`config.mk`:
```
export PLATFORM = sky130hd
export DESIGN_NAME = tx_fifo
export DESIGN_NICKNAME = d
export VERILOG_FILES = /design/src/rtl/uart_pkg.sv /design/src/rtl/fifo_ram.sv /design/src/rtl/tx_fifo.sv
export SDC_FILE = /design/constraint.sdc
export NUM_CORES = 1
export LEC_CHECK = 0
export CAP_MARGIN = 20
export CORE_ASPECT_RATIO = 1.1
export CORE_MARGIN = 2
export CORE_UTILIZATION = 59
export CTS_CLUSTER_SIZE = 40
export DETAILED_ROUTE_END_ITERATION = 10
export GPL_TIMING_DRIVEN = 0
export PLACE_DENSITY = 0.84
export RECOVER_POWER = 25
export SYNTH_ARGS = -nofsm -noshare
export SYNTH_HDL_FRONTEND = slang
export SYNTH_SLANG_ARGS = --single-unit
```
`constraint.sdc`:
```
create_clock -name clk_i -period 3.16 [get_ports clk_i]
set_clock_uncertainty 0.1 [all_clocks]
set_input_delay 0.632 -clock clk_i [delete_from_list [all_inputs] [get_ports clk_i]]
set_output_delay 0.632 -clock clk_i [all_outputs]
set_load 0.005 [all_outputs]
```
`src/rtl/uart_pkg.sv`:
```
// Shared UART constants and small elaboration-time helpers.
package uart_pkg;

    // Width of a UART character as seen by the bus and the transmit engine.
    localparam int unsigned UART_DATA_W = 8;

    // Pointer width for a power-of-two FIFO: address bits plus one wrap bit.
    function automatic int unsigned fifo_ptr_w(input int unsigned depth);
        return $clog2(depth) + 1;
    endfunction

endpackage

```
`src/rtl/fifo_ram.sv`:
```
// DEPTH x WIDTH register array with a synchronous write port and a registered read port.
// The read register resets to zero and holds its value when no read is requested.
module fifo_ram
    import uart_pkg::*;
#(
    parameter int unsigned WIDTH = UART_DATA_W,
    parameter int unsigned DEPTH = 16,
    localparam int unsigned AW   = $clog2(DEPTH)
) (
    input  logic             clk_i,
    input  logic             reset_i,
    input  logic             i_we,
    input  logic [AW-1:0]    i_waddr,
    input  logic [WIDTH-1:0] i_wdata,
    input  logic             i_re,
    input  logic [AW-1:0]    i_raddr,
    output logic [WIDTH-1:0] o_rdata
);

    logic [WIDTH-1:0] r_mem [DEPTH];
    logic [WIDTH-1:0] r_rdata;

    // Storage write; contents are not reset and survive flushes.
    always_ff @(posedge clk_i) begin
        if (i_we) begin
            r_mem[i_waddr] <= i_wdata;
        end
    end

    // Registered read; a same-edge write to the same slot returns the old entry.
    always_ff @(posedge clk_i or posedge reset_i) begin
        if (reset_i) begin
            r_rdata <= '0;
        end else if (i_re) begin
            r_rdata <= r_mem[i_raddr];
        end
    end

    assign o_rdata = r_rdata;

endmodule

```
`src/rtl/tx_fifo.sv`:
```
// Byte FIFO feeding the UART transmit engine: one-cycle read strobe, registered
// data/valid on the following cycle, registered level/flags and sticky error bits.
module tx_fifo
    import uart_pkg::*;
#(
    parameter int unsigned WIDTH     = UART_DATA_W,
    parameter int unsigned DEPTH     = 16,
    parameter int unsigned AFULL_LVL = 12
) (
    input  logic                     clk_i,
    input  logic                     reset_i,
    input  logic                     flush_i,
    input  logic                     wen_i,
    input  logic [WIDTH-1:0]         wdata_i,
    output logic                     full_o,
    output logic                     almost_full_o,
    input  logic                     ren_i,
    output logic [WIDTH-1:0]         rdata_o,
    output logic                     rvalid_o,
    output logic                     empty_o,
    output logic [$clog2(DEPTH):0]   level_o,
    output logic                     overflow_o,
    output logic                     underflow_o
);

    localparam int unsigned PW = fifo_ptr_w(DEPTH);
    localparam int unsigned AW = PW - 1;
    localparam logic [PW-1:0] PTR_ONE = PW'(1);
    localparam logic [PW-1:0] AFULL_THR = PW'(AFULL_LVL);

    logic [PW-1:0] r_wptr, r_rptr, r_level;
    logic          r_empty, r_full, r_afull, r_rvalid, r_ovf, r_unf;

    logic [PW-1:0] w_wptr_d, w_rptr_d, w_level_d;
    logic          w_rd_ok, w_wr_ok;
    logic          w_empty_d, w_full_d, w_afull_d, w_ovf_d, w_unf_d;

    // Accept decisions; flush blocks both sides so nothing moves on that edge.
    assign w_rd_ok = ren_i & ~r_empty & ~flush_i;
    assign w_wr_ok = wen_i & (~r_full | w_rd_ok) & ~flush_i;

    // Next pointers, occupancy and flags, all derived from the post-edge pointers.
    always_comb begin
        w_wptr_d = r_wptr;
        w_rptr_d = r_rptr;
        w_ovf_d  = r_ovf;
        w_unf_d  = r_unf;
        if (flush_i) begin
            w_wptr_d = '0;
            w_rptr_d = '0;
            w_ovf_d  = 1'b0;
            w_unf_d  = 1'b0;
        end else begin
            if (w_wr_ok) w_wptr_d = r_wptr + PTR_ONE;
            if (w_rd_ok) w_rptr_d = r_rptr + PTR_ONE;
            if (wen_i && !w_wr_ok) w_ovf_d = 1'b1;
            if (ren_i && r_empty) w_unf_d = 1'b1;
        end
        w_level_d = w_wptr_d - w_rptr_d;
        w_empty_d = (w_wptr_d == w_rptr_d);
        w_full_d  = (w_wptr_d[PW-1] != w_rptr_d[PW-1]) &&
                    (w_wptr_d[AW-1:0] == w_rptr_d[AW-1:0]);
        w_afull_d = (w_level_d >= AFULL_THR);
    end

    // Pointer, flag and valid-pulse state.
    always_ff @(posedge clk_i or posedge reset_i) begin
        if (reset_i) begin
            r_wptr   <= '0;
            r_rptr   <= '0;
            r_level  <= '0;
            r_empty  <= 1'b1;
            r_full   <= 1'b0;
            r_afull  <= 1'b0;
            r_rvalid <= 1'b0;
            r_ovf    <= 1'b0;
            r_unf    <= 1'b0;
        end else begin
            r_wptr   <= w_wptr_d;
            r_rptr   <= w_rptr_d;
            r_level  <= w_level_d;
            r_empty  <= w_empty_d;
            r_full   <= w_full_d;
            r_afull  <= w_afull_d;
            r_rvalid <= w_rd_ok;
            r_ovf    <= w_ovf_d;
            r_unf    <= w_unf_d;
        end
    end

    fifo_ram #(
        .WIDTH (WIDTH),
        .DEPTH (DEPTH)
    ) u_ram (
        .clk_i   (clk_i),
        .reset_i (reset_i),
        .i_we    (w_wr_ok),
        .i_waddr (r_wptr[AW-1:0]),
        .i_wdata (wdata_i),
        .i_re    (w_rd_ok),
        .i_raddr (r_rptr[AW-1:0]),
        .o_rdata (rdata_o)
    );

    assign full_o        = r_full;
    assign almost_full_o = r_afull;
    assign empty_o       = r_empty;
    assign level_o       = r_level;
    assign rvalid_o      = r_rvalid;
    assign overflow_o    = r_ovf;
    assign underflow_o   = r_unf;

endmodule
```
==> flow_metrics.tcl, run 1 <==
set metrics [dict create \
    yosysUniqueCellTypes 36 \
    critPathArrivalTime_ns 3.22 \
    grt_antenna_before_repair 0 \
    remaining_max_slew_budget_at_the_tightest_pin_pct 39.2 \
    rsz0062_at_grt "no" \
    drt_first_iter_violations 355 \
    post-dp-hpwl_um 8040 \
    tritoncts "done" \
    synth.area.top_cells "edfxtp_1 (62%), mux4_2 (12%), dfrtp_1 (11%)" \
    synthCells 339 \
    ios 32 \
    finalWorstSetupSlack_ns 0.135 \
    synth.net_count 362 \
    pre_cts_ws_ns -0.800 \
    reg2regPathDepth 10 \
    power.static_leakage_nw 2.55 \
    ranking_of_synthesized_cells_by_instance_count "edfxtp_1 (128), mux4_2 (32), dfrtp_1 (28)" \
    place_congestion 0.768 \
    setup_violations 0 \
    synth-seq-cells 157 \
    number_of_inserted_diodes 0 \
    nFillCells 630 \
    start_kind "input pin" \
    synth_top_cell_by_area "edfxtp_1" \
    numCtsBuffers 17 \
    finalCritPeriodShare_pct 95.7 \
    tritoncts_num_sinks 157 \
    globalRouteOverflowTotal 0 \
    vdd.ir_drop.worst_mv 0.397 \
    syn-cell-area_sq_um 6230 \
    syn-mean-instance-area_sq_um 18.4 \
    die_x_um 102 \
    synth_most_common_cell "edfxtp_1" \
    post_cts_hold_buffer_count 0 \
    final_nets 416 \
    yosys_warnings 0 \
    die_area_sq_um 11400 \
    clock_latency_late_sink_ns 0.43 \
    final_layout_size_suffix_gt1_share_pct 20.7 \
    layout-area-overhead-vs-synth_pct 18.1 \
    worst-r2r-setup-slack_ns 0.21 \
    worstHoldPathType "register to register" \
    criticalPathCategory "input pin to register" \
    drtPass1Iterations 5 \
    pwr_density_cell_nw_per_um2 703 \
    crit_path_max_fanout 10 \
    maximum_number_of_pins_on_one_net_before_global_route_repair 30 \
    totalWireLength_um 12500 \
    worst_setup_path_end_kind "register" \
    cts-htree-levels 4 \
    timing.fmax_ghz 0.331 \
    initial_utilization_pct 60.3 \
    first_global_vias 3355 \
    grt_util_all_layers_pct 24.1 \
    drc_errors 0 \
    std_cell_rows 39 \
    r2r-end "almost_full_o" \
    timing_max_transition_violations_final 0 \
    clockBufferDepth 2 \
    fin_util_pct 71.2 \
    portbufs 31 \
    dr_total_vias 3285 \
    post_synthesis_sequential_area_ratio_pct 73.3 \
    synth-edff-count 128 \
    cap_viol_max_count 0 \
    report.final.hold_viol_count 0 \
    grt_pass1_wl_um 19100 \
    die-height_um 112 \
    avgRoutedWirePerCell_um 22.8 \
    core_footprint_sq_um 10300 \
    path_clk_slew_ns 0.06 \
    crit_end "almost_full_o" \
    drt-vias-per-instance 5.98 \
    crit_required_ns 3.35 \
    clockRootBuffer "clkbuf_16" \
    synth_largest_type_area_fraction_pct 61.6 \
    period_minus_slack_ns 3.02 \
    startpoint "ren_i" \
    postRouteAntennaNets 0 \
    timing.hold.worst.start "u_ram.o_rdata[5]" \
    synth-main-ff-cell "edfxtp_1" \
    tightest_slew_ns 0.909 \
    number_of_post_cts_setup_repair_buffers 0 \
    run_status "finished clean" \
    postSynth.asyncResetShare_pct 18.5 \
    reg2reg_from "r_rptr[1]" \
]
==> placed cells by master, fill, tap and decap left out, types with 6 or more instances in the layout <==
| cell type | n |
|---|---|
| a22o_1 | 8 |
| nand2_1 | 14 |
| edfxtp_1 | 128 |
| mux4_2 | 32 |
| ha_1 | 9 |
| clkdlybuf4s50_1 | 24 |
| a221oi_1 | 8 |
| clkbuf_1 | 9 |
| inv_1 | 12 |
| nor2_1 | 21 |
| o21ai_0 | 9 |
| dfrtp_1 | 28 |
| xor2_1 | 6 |
| clkbuf_16 | 17 |
| clkinvlp_4 | 6 |
==> through the flow <==
stage          instances  power (mW)  hold slack [ns]  setup TNS, ns  area (sq um)
4_1_cts              546        5.20            0.383              0          7340
6_report             549        5.17            0.377              0          7360
5_1_grt              549        5.38            0.399              0          7360
3_3_place_gp         513        3.23            0.364         -22.12          6720
3_5_place_dp         515        3.25            0.370         -18.44          6740
2_1_floorplan        339        2.90            0.373              0          6230
==> layout make-up <==
class	instances	area, sq um	share of cell area (%)
timing repair buffer	36	334	4.54
tap	143	179	2.43
multi-input combinational	154	1580	21.5
inverter	12	45.0	0.612
clock buffer	18	429	5.83
sequential	157	4570	62.1
buffer	15	80.1	1.09
clock inverter	14	145	1.97
==> routing by layer <==
metal  share of wire, %  track usage [%]  routed length, um  vias to the layer above
met5                  0                0                  0                        -
met4                3.2             10.4                405                        0
met3                6.6             6.91                822                       30
met2                 52             38.6               6450                      143
met1                 39             31.0               4840                     1671
li1                   -                -                  -                     1441
==> worst max-delay path, cell delays in order <==
cell,delay [ns]
dlygate4sd2_1,0.25
or3b_1,0.35
buf_4,0.18
a21oi_4,0.22
mux2i_1,0.27
nor2_2,0.09
ha_1,0.32
nor2b_1,0.13
o21a_1,0.17
or3_1,0.34
a31oi_1,0.17
mux2i_1,0.09
==> state kept, by name (all words and copies together), names as in the netlist <==
register / count
overflow_o: 1
u_ram.o_rdata: 8
underflow_o: 1
r_rptr: 5
almost_full_o: 1
empty_o: 1
r_wptr: 5
u_ram.r_mem: 128
level_o: 5
full_o: 1
rvalid_o: 1
==> cell families after synthesis <==
kind of cell | count (synthesis) | share of synthesized area (%)
flip-flops | 157 | 73.3
XOR/XNOR | 12 | 1.91
adder cells (fa/ha/maj) | 10 | 2.13
multiplexers | 35 | 12.0
AO/OA/AOI/OAI | 35 | 4.01
buffers and inverters | 28 | 1.85
AND/OR/NAND/NOR | 62 | 4.76
==> how the worst min path moves through the flow <==
stage,cells past startpoint,slack [ns],endpoint
6_report,2,0.38,u_ram.o_rdata[5]
5_1_grt,2,0.40,u_ram.o_rdata[1]
4_1_cts,2,0.38,u_ram.o_rdata[1]
3_5_place_dp,2,0.37,u_ram.o_rdata[1]
3_3_place_gp,2,0.36,u_ram.o_rdata[5]
2_1_floorplan,2,0.37,u_ram.o_rdata[0]
==> what timing repair did <==
item / 4_1_cts / 5_1_grt
gates resized for setup: 10 / 6
endpoints found under the setup margin: 11 / 2
pin swaps: 1 / 2
==> power breakdown <==
group	internal, mW	total, mW	switching, mW
Sequential	2.35	2.40	0.0519
Combinational	0.448	0.823	0.375
Clock	1.16	1.95	0.787
Power figures use the tool's default switching activity.
==> run 2: changes to the inputs <==
--- a/config.mk
+++ b/config.mk
@@ -14,6 +14,7 @@
 export GPL_TIMING_DRIVEN = 0
 export PLACE_DENSITY = 0.84
 export RECOVER_POWER = 25
+export SETUP_SLACK_MARGIN = 0.2
 export SYNTH_ARGS = -nofsm -noshare
 export SYNTH_HDL_FRONTEND = slang
 export SYNTH_SLANG_ARGS = --single-unit
==> flow_metrics.tcl, run 2 (synthesis results as in run 1) <==
set metrics [dict create \
    run_status "finished clean" \
    power_frac_comb_pct 16.7 \
    setup_violations 0 \
    met2_track_utilization_from_global_routing_pct 36.0 \
    report.final.hold_viol_count 0 \
    crit_required_ns 3.35 \
    portbufs 31 \
    clockBufferDepth 2 \
    start_kind "input pin" \
    initial_utilization_pct 60.3 \
    registers.top_by_ff_count "u_ram.r_mem" \
    critPathBufInv 2 \
    critical_path.top_delay_family "simple AND/OR/NAND/NOR gates" \
    pwr_density_cell_nw_per_um2 688 \
    number_of_inserted_diodes 0 \
    post-dp-hpwl_um 8000 \
    ios 32 \
    netSwitchingPower_mw 1.25 \
    critical_path.most_common_cell "mux2i_1" \
    drt_first_iter_violations 302 \
    tightest_slew_ns 1.05 \
    mostFrequentLayoutCell "edfxtp_1" \
    grt_antenna_before_repair 0 \
    first_global_vias 3467 \
    path_clk_slew_ns 0.06 \
    tritoncts_num_sinks 157 \
    maximum_number_of_pins_on_one_net_before_global_route_repair 30 \
    gr-usage-met1_pct 31.8 \
    timing.fmax_ghz 0.350 \
    layout-area-overhead-vs-synth_pct 18.5 \
    cap_viol_max_count 0 \
    clock_latency_late_sink_ns 0.42 \
    most_frequent_cells_in_the_layout "edfxtp_1 (128), mux4_2 (32), dfrtp_1 (28), clkdlybuf4s50_1 (24), nor2_1 (21)" \
    critical_path.max_stage_delay_ns 0.40 \
    cts-htree-levels 4 \
    clockRootBuffer "clkbuf_16" \
    power.total_mw 5.09 \
    power.share.clock_pct 36.1 \
    timing_max_transition_violations_final 0 \
    numCtsBuffers 17 \
    globalRouteOverflowTotal 0 \
    worstHoldPathType "register to register" \
    grt_pass1_wl_um 19100 \
    vdd.ir_drop.worst_mv 0.443 \
    final_layout_size_suffix_gt1_share_pct 23.1 \
    crit_path_top_delay_cell "or3b_4" \
    postRouteAntennaNets 0 \
    totalWireLength_um 12200 \
    p_seq_share_pct 47.3 \
    avgRoutedWirePerCell_um 22.0 \
    remaining_max_slew_budget_at_the_tightest_pin_pct 30.3 \
    most_heavily_used_metal_layer_in_global_routing "met2" \
    rsz0062_at_grt "no" \
    worst_setup_path_end_kind "register" \
    tritoncts "done" \
    crit_path_max_fanout 7 \
    critPathArrivalTime_ns 3.04 \
    finalNonFillerCells 554 \
    drtPass1Iterations 4 \
    met3_usage_pct 7.28 \
    die_area_sq_um 11400 \
    drt-vias-per-instance 6.01 \
    place_congestion 0.787 \
    drc_errors 0 \
    finalCritPeriodShare_pct 90.3 \
    power.static_leakage_nw 2.57 \
    cp_cell_sequence "buf_4, or3b_4, buf_6, a21oi_4, mux2i_1, nor2_2, ha_1, nor2b_1, o21a_1, or3_4, a31oi_1, mux2i_1" \
    post_cts_hold_buffer_count 0 \
    power.internal_mw 3.84 \
    max_ffs_per_register 128 \
    dr_total_vias 3327 \
    std_cell_rows 39 \
    period_minus_slack_ns 2.85 \
    dp_cells 517 \
    die_x_um 102 \
    final_nets 421 \
    die-height_um 112 \
    core_footprint_sq_um 10300 \
    sw_frac_of_total_pct 24.6 \
    grt_util_all_layers_pct 23.7 \
    criticalPathCategory "input pin to register" \
    fin_util_pct 71.4 \
    holdWs_ns 0.382 \
]
==> run 2: what timing repair did <==
action,CTS,global route
buffers inserted,1,4
hold endpoints to repair,0,0
pin swaps,3,7
endpoints found under the setup margin,5,3
gates resized for setup,13,14
==> run 2: metal layers <==
layer	part of all wire, %	vias to the layer above
met5	0	-
met4	3.1	0
met3	5.6	24
met2	51	110
met1	40	1751
li1	-	1442
==> run 2: final timing paths <==
| path | startpoint | end | slack, ns | depth (start not counted) |
|---|---|---|---|---|
| setup / recovery | flush_i | almost_full_o | 0.31 | 12 |
| min in group asynchronous | reset_i | u_ram.o_rdata[7] | 0.51 | 2 |
| hold reg to reg | u_ram.o_rdata[5] | u_ram.o_rdata[5] | 0.38 | 2 |
| hold / removal | u_ram.o_rdata[5] | u_ram.o_rdata[5] | 0.38 | 2 |
| setup reg to reg | empty_o | almost_full_o | 0.33 | 11 |
| max in group asynchronous | reset_i | r_wptr[0] | 1.18 | 3 |
==> run 2: power by group through the flow <==
stage	sequential, mW	clock (mW)	combinational (mW)
after detailed placement	2.45	0	0.808
final	2.40	1.83	0.848
after global placement	2.44	0	0.786
after CTS	2.40	1.85	0.831
after floorplan	2.45	0	0.456
after global routing	2.41	1.97	0.926
==> run 2: layout make-up <==
class / count / area (sq um)
plain buffers: 15 / 97.6
flip-flops and latches: 157 / 4570
inverters: 12 / 45.0
repair buffers: 41 / 364
clock inverters: 15 / 114
fillers: 600 / 2960
clock buffers: 17 / 425
multi-input cells: 154 / 1590
well taps: 143 / 179
==> run 2: worst reg2reg max path: stages (launching register included) <==
cell and delay, ns:
dfstp_2 0.39, or3b_4 0.37, buf_6 0.13, a21oi_4 0.19
mux2i_1 0.26, nor2_2 0.09, ha_1 0.31, nor2b_1 0.13
o21a_1 0.18, or3_4 0.34, a31oi_1 0.14, mux2i_1 0.08
==> run 2: per-stage QoR <==
stage | instance area (sq um) | setup slack, ns | TNS, ns
finish | 7390 | 0.306 | 0
CTS | 7330 | 0.201 | 0
global route | 7390 | 0.187 | 0
detailed placement | 6760 | -0.634 | -10.74
floorplan | 6250 | 0.208 | 0
global placement | 6740 | -0.570 | -20.23
==> run 3: changes to the inputs <==
--- a/config.mk
+++ b/config.mk
@@ -5,10 +5,11 @@
 export SDC_FILE = /design/constraint.sdc
 export NUM_CORES = 1
 export LEC_CHECK = 0
+export ABC_AREA = 1
 export CAP_MARGIN = 20
 export CORE_ASPECT_RATIO = 1.1
 export CORE_MARGIN = 2
-export CORE_UTILIZATION = 59
+export CORE_UTILIZATION = 60
 export CTS_CLUSTER_SIZE = 40
 export DETAILED_ROUTE_END_ITERATION = 10
 export GPL_TIMING_DRIVEN = 0
==> flow_metrics.tcl, run 3 <==
set metrics [dict create \
    grt_antenna_before_repair 0 \
    remaining_max_slew_budget_at_the_tightest_pin_pct 32.5 \
    critPathBufInv 5 \
    final_layout_size_suffix_gt1_share_pct 10.4 \
    max_ffs_per_register 128 \
    syn-cell-area_sq_um 6540 \
    timing.fmax_ghz 0.382 \
    critical_path.top_delay_family "buffers and inverters" \
    reg2reg_from "r_rptr[0]" \
    met1Wirelength_um 6070 \
    die_area_sq_um 11700 \
    post_cts_hold_buffer_count 0 \
    synth.net_count 574 \
    grt_pass1_wl_um 24600 \
    ranking_of_synthesized_cells_by_instance_count "edfxtp_1 (128), nor2_1 (107), nand2_1 (69)" \
    ctsResizeCount 0 \
    registers.top_by_ff_count "u_ram.r_mem" \
    die_x_um 104 \
    initial_utilization_pct 62.3 \
    area_occupied_by_multi_input_gates_sq_um 1700 \
    critical_path.max_stage_delay_ns 0.40 \
    synth-seq-cells 157 \
    critical_path.most_common_cell "nand3_1" \
    finalCritPeriodShare_pct 82.9 \
    vdd.ir_drop.worst_mv 0.582 \
    worst_setup_path_end_kind "register" \
    dr.max_layer_used "met4" \
    clock_latency_late_sink_ns 0.43 \
    fin_util_pct 72.8 \
    postRouteAntennaNets 0 \
    r2r-end "almost_full_o" \
    power.static_leakage_nw 2.84 \
    globalRouteOverflowTotal 0 \
    setup-tns-final_ns 0 \
    synth-main-ff-cell "edfxtp_1" \
    first_global_vias 4503 \
    final_nets 625 \
    synth-edff-count 128 \
    portbufs 30 \
    synth_largest_type_area_fraction_pct 58.8 \
    reg2regPathDepth 13 \
    post_synthesis_sequential_area_ratio_pct 69.9 \
    start_kind "register" \
    totalWireLength_um 16000 \
    number_of_post_cts_setup_repair_buffers 0 \
    drt_first_iter_violations 504 \
    tritoncts "done" \
    clockBufferDepth 2 \
    run_status "finished clean" \
    synth_most_common_cell "edfxtp_1" \
    crit_path_max_fanout 10 \
    synth.area.top_cells "edfxtp_1 (59%), dfrtp_1 (11%), nor2_1 (6.1%)" \
    pwr_density_cell_nw_per_um2 685 \
    worstHoldPathType "input pin to register" \
    worst-r2r-setup-slack_ns 0.54 \
    met2_wirelength_um 8160 \
    std_cell_rows 39 \
    setup_violations 0 \
    dr_total_vias 4514 \
    cp_cell_sequence "buf_4, inv_2, buf_2, o21ai_0, a21oi_1, ha_1, inv_1, fa_1, nand3_1, nand2_1, inv_1, nand3_1, nand3_1" \
    rsz0062_at_grt "no" \
    period_minus_slack_ns 2.62 \
    crit_path_top_delay_cell "dfrtp_1" \
    most_frequent_cells_in_the_layout "edfxtp_1 (128), nor2_1 (107), nand2_1 (69), o21ai_0 (54), nand3_1 (32)" \
    cts-htree-levels 4 \
    power.total_mw 5.23 \
    yosys_warnings 0 \
    tightest_slew_ns 1.01 \
    numCtsBuffers 17 \
    maximum_number_of_pins_on_one_net_before_global_route_repair 17 \
    postSynth.asyncResetShare_pct 18.5 \
    timing.hold.worst.start "flush_i" \
    mostFrequentLayoutCell "edfxtp_1" \
    min_delay_path_depth 2 \
    layout-area-overhead-vs-synth_pct 16.8 \
    criticalPathCategory "register to register" \
    drc_errors 0 \
    drt-vias-per-instance 5.96 \
    number_of_inserted_diodes 0 \
    clockRootBuffer "clkbuf_16" \
    path_clk_slew_ns 0.06 \
    report.final.hold_viol_count 0 \
    end_of_the_worst_hold_path "overflow_o" \
    nFillCells 657 \
    avgRoutedWirePerCell_um 21.0 \
    synth_top_cell_by_area "edfxtp_1" \
    critPathArrivalTime_ns 2.88 \
    ios 32 \
    post-dp-hpwl_um 9950 \
    crit_required_ns 3.42 \
    die-height_um 113 \
    cap_viol_max_count 0 \
    synthCells 551 \
    timing_max_transition_violations_final 0 \
    tritoncts_num_sinks 157 \
    drtPass1Iterations 7 \
    grt_util_all_layers_pct 28.5 \
    syn-mean-instance-area_sq_um 11.9 \
    place_congestion 0.863 \
    core_footprint_sq_um 10500 \
    seqCellArea_sq_um 4570 \
    yosysUniqueCellTypes 35 \
    dr_wl_met3_um 1310 \
]
run 3: cell count changes in the layout (fill, tap and decap cells not counted), sizes merged, moves of 8 or more:
cell and change:
nand3 +33, a221oi -8, inv +12, nand2 +57, a21oi +12, a22o -8, o211ai +14, o21ai +46
mux4 -32, nor2 +87
run 3: stage by stage:
| step | cells | worst slack (ns) | hold slack (ns) | instance area [sq um] |
|---|---|---|---|---|
| 3_3_place_gp | 724 | 0.0773 | 0.389 | 7020 |
| 3_5_place_dp | 725 | -0.0210 | 0.407 | 7040 |
| 4_1_cts | 757 | 0.412 | 0.335 | 7650 |
| 2_1_floorplan | 551 | 0.659 | 0.386 | 6540 |
| 5_1_grt | 758 | 0.368 | 0.339 | 7630 |
| 6_report | 758 | 0.541 | 0.344 | 7630 |
run 3: final cells by class:
class / instances / share of cell area (%)
Multi-Input combinational cell: 338 / 22.3
Clock buffer: 18 / 5.62
Timing Repair Buffer: 32 / 4.11
Sequential cell: 157 / 59.9
Buffer: 25 / 1.84
Inverter: 31 / 1.59
Clock inverter: 14 / 2.29
Tap cell: 143 / 2.34
run 3: report_power, final:
part | internal, mW | leakage [nW] | switching, mW | total (mW)
clock network | 1.31 | 0.292 | 0.804 | 2.11
logic | 0.327 | 1.03 | 0.412 | 0.738
registers | 2.34 | 1.52 | 0.0428 | 2.38
total | 3.97 | 2.84 | 1.26 | 5.23
run 3: cell families (layout without fill, tap and decap cells):
| logic type | count (synthesis) | after routing | synth area share [%] |
|---|---|---|---|
| compound gates | 99 | 99 | 8.82 |
| xor+xnor | 2 | 2 | 0.268 |
| fa+ha+maj | 10 | 10 | 2.03 |
| buf+inv | 56 | 120 | 4.00 |
| flops | 157 | 157 | 69.9 |
| simple gates | 227 | 227 | 15.0 |
run 3: worst max path at each step:
stage | slack (ns) | depth (start not counted) | start | endpoint
finish | 0.54 | 13 | r_rptr[0] | almost_full_o
global route | 0.37 | 12 | empty_o | almost_full_o
CTS | 0.41 | 14 | ren_i | almost_full_o
detailed placement | -0.02 | 14 | ren_i | almost_full_o
global placement | 0.08 | 17 | ren_i | almost_full_o
floorplan | 0.66 | 18 | flush_i | almost_full_o
run 3: routing by layer:
metal	vias to the layer above	GRT usage, %
li1	2033	-
met1	2171	34.3
met2	270	49.5
met3	40	8.46
met4	0	10.1
met5	-	0
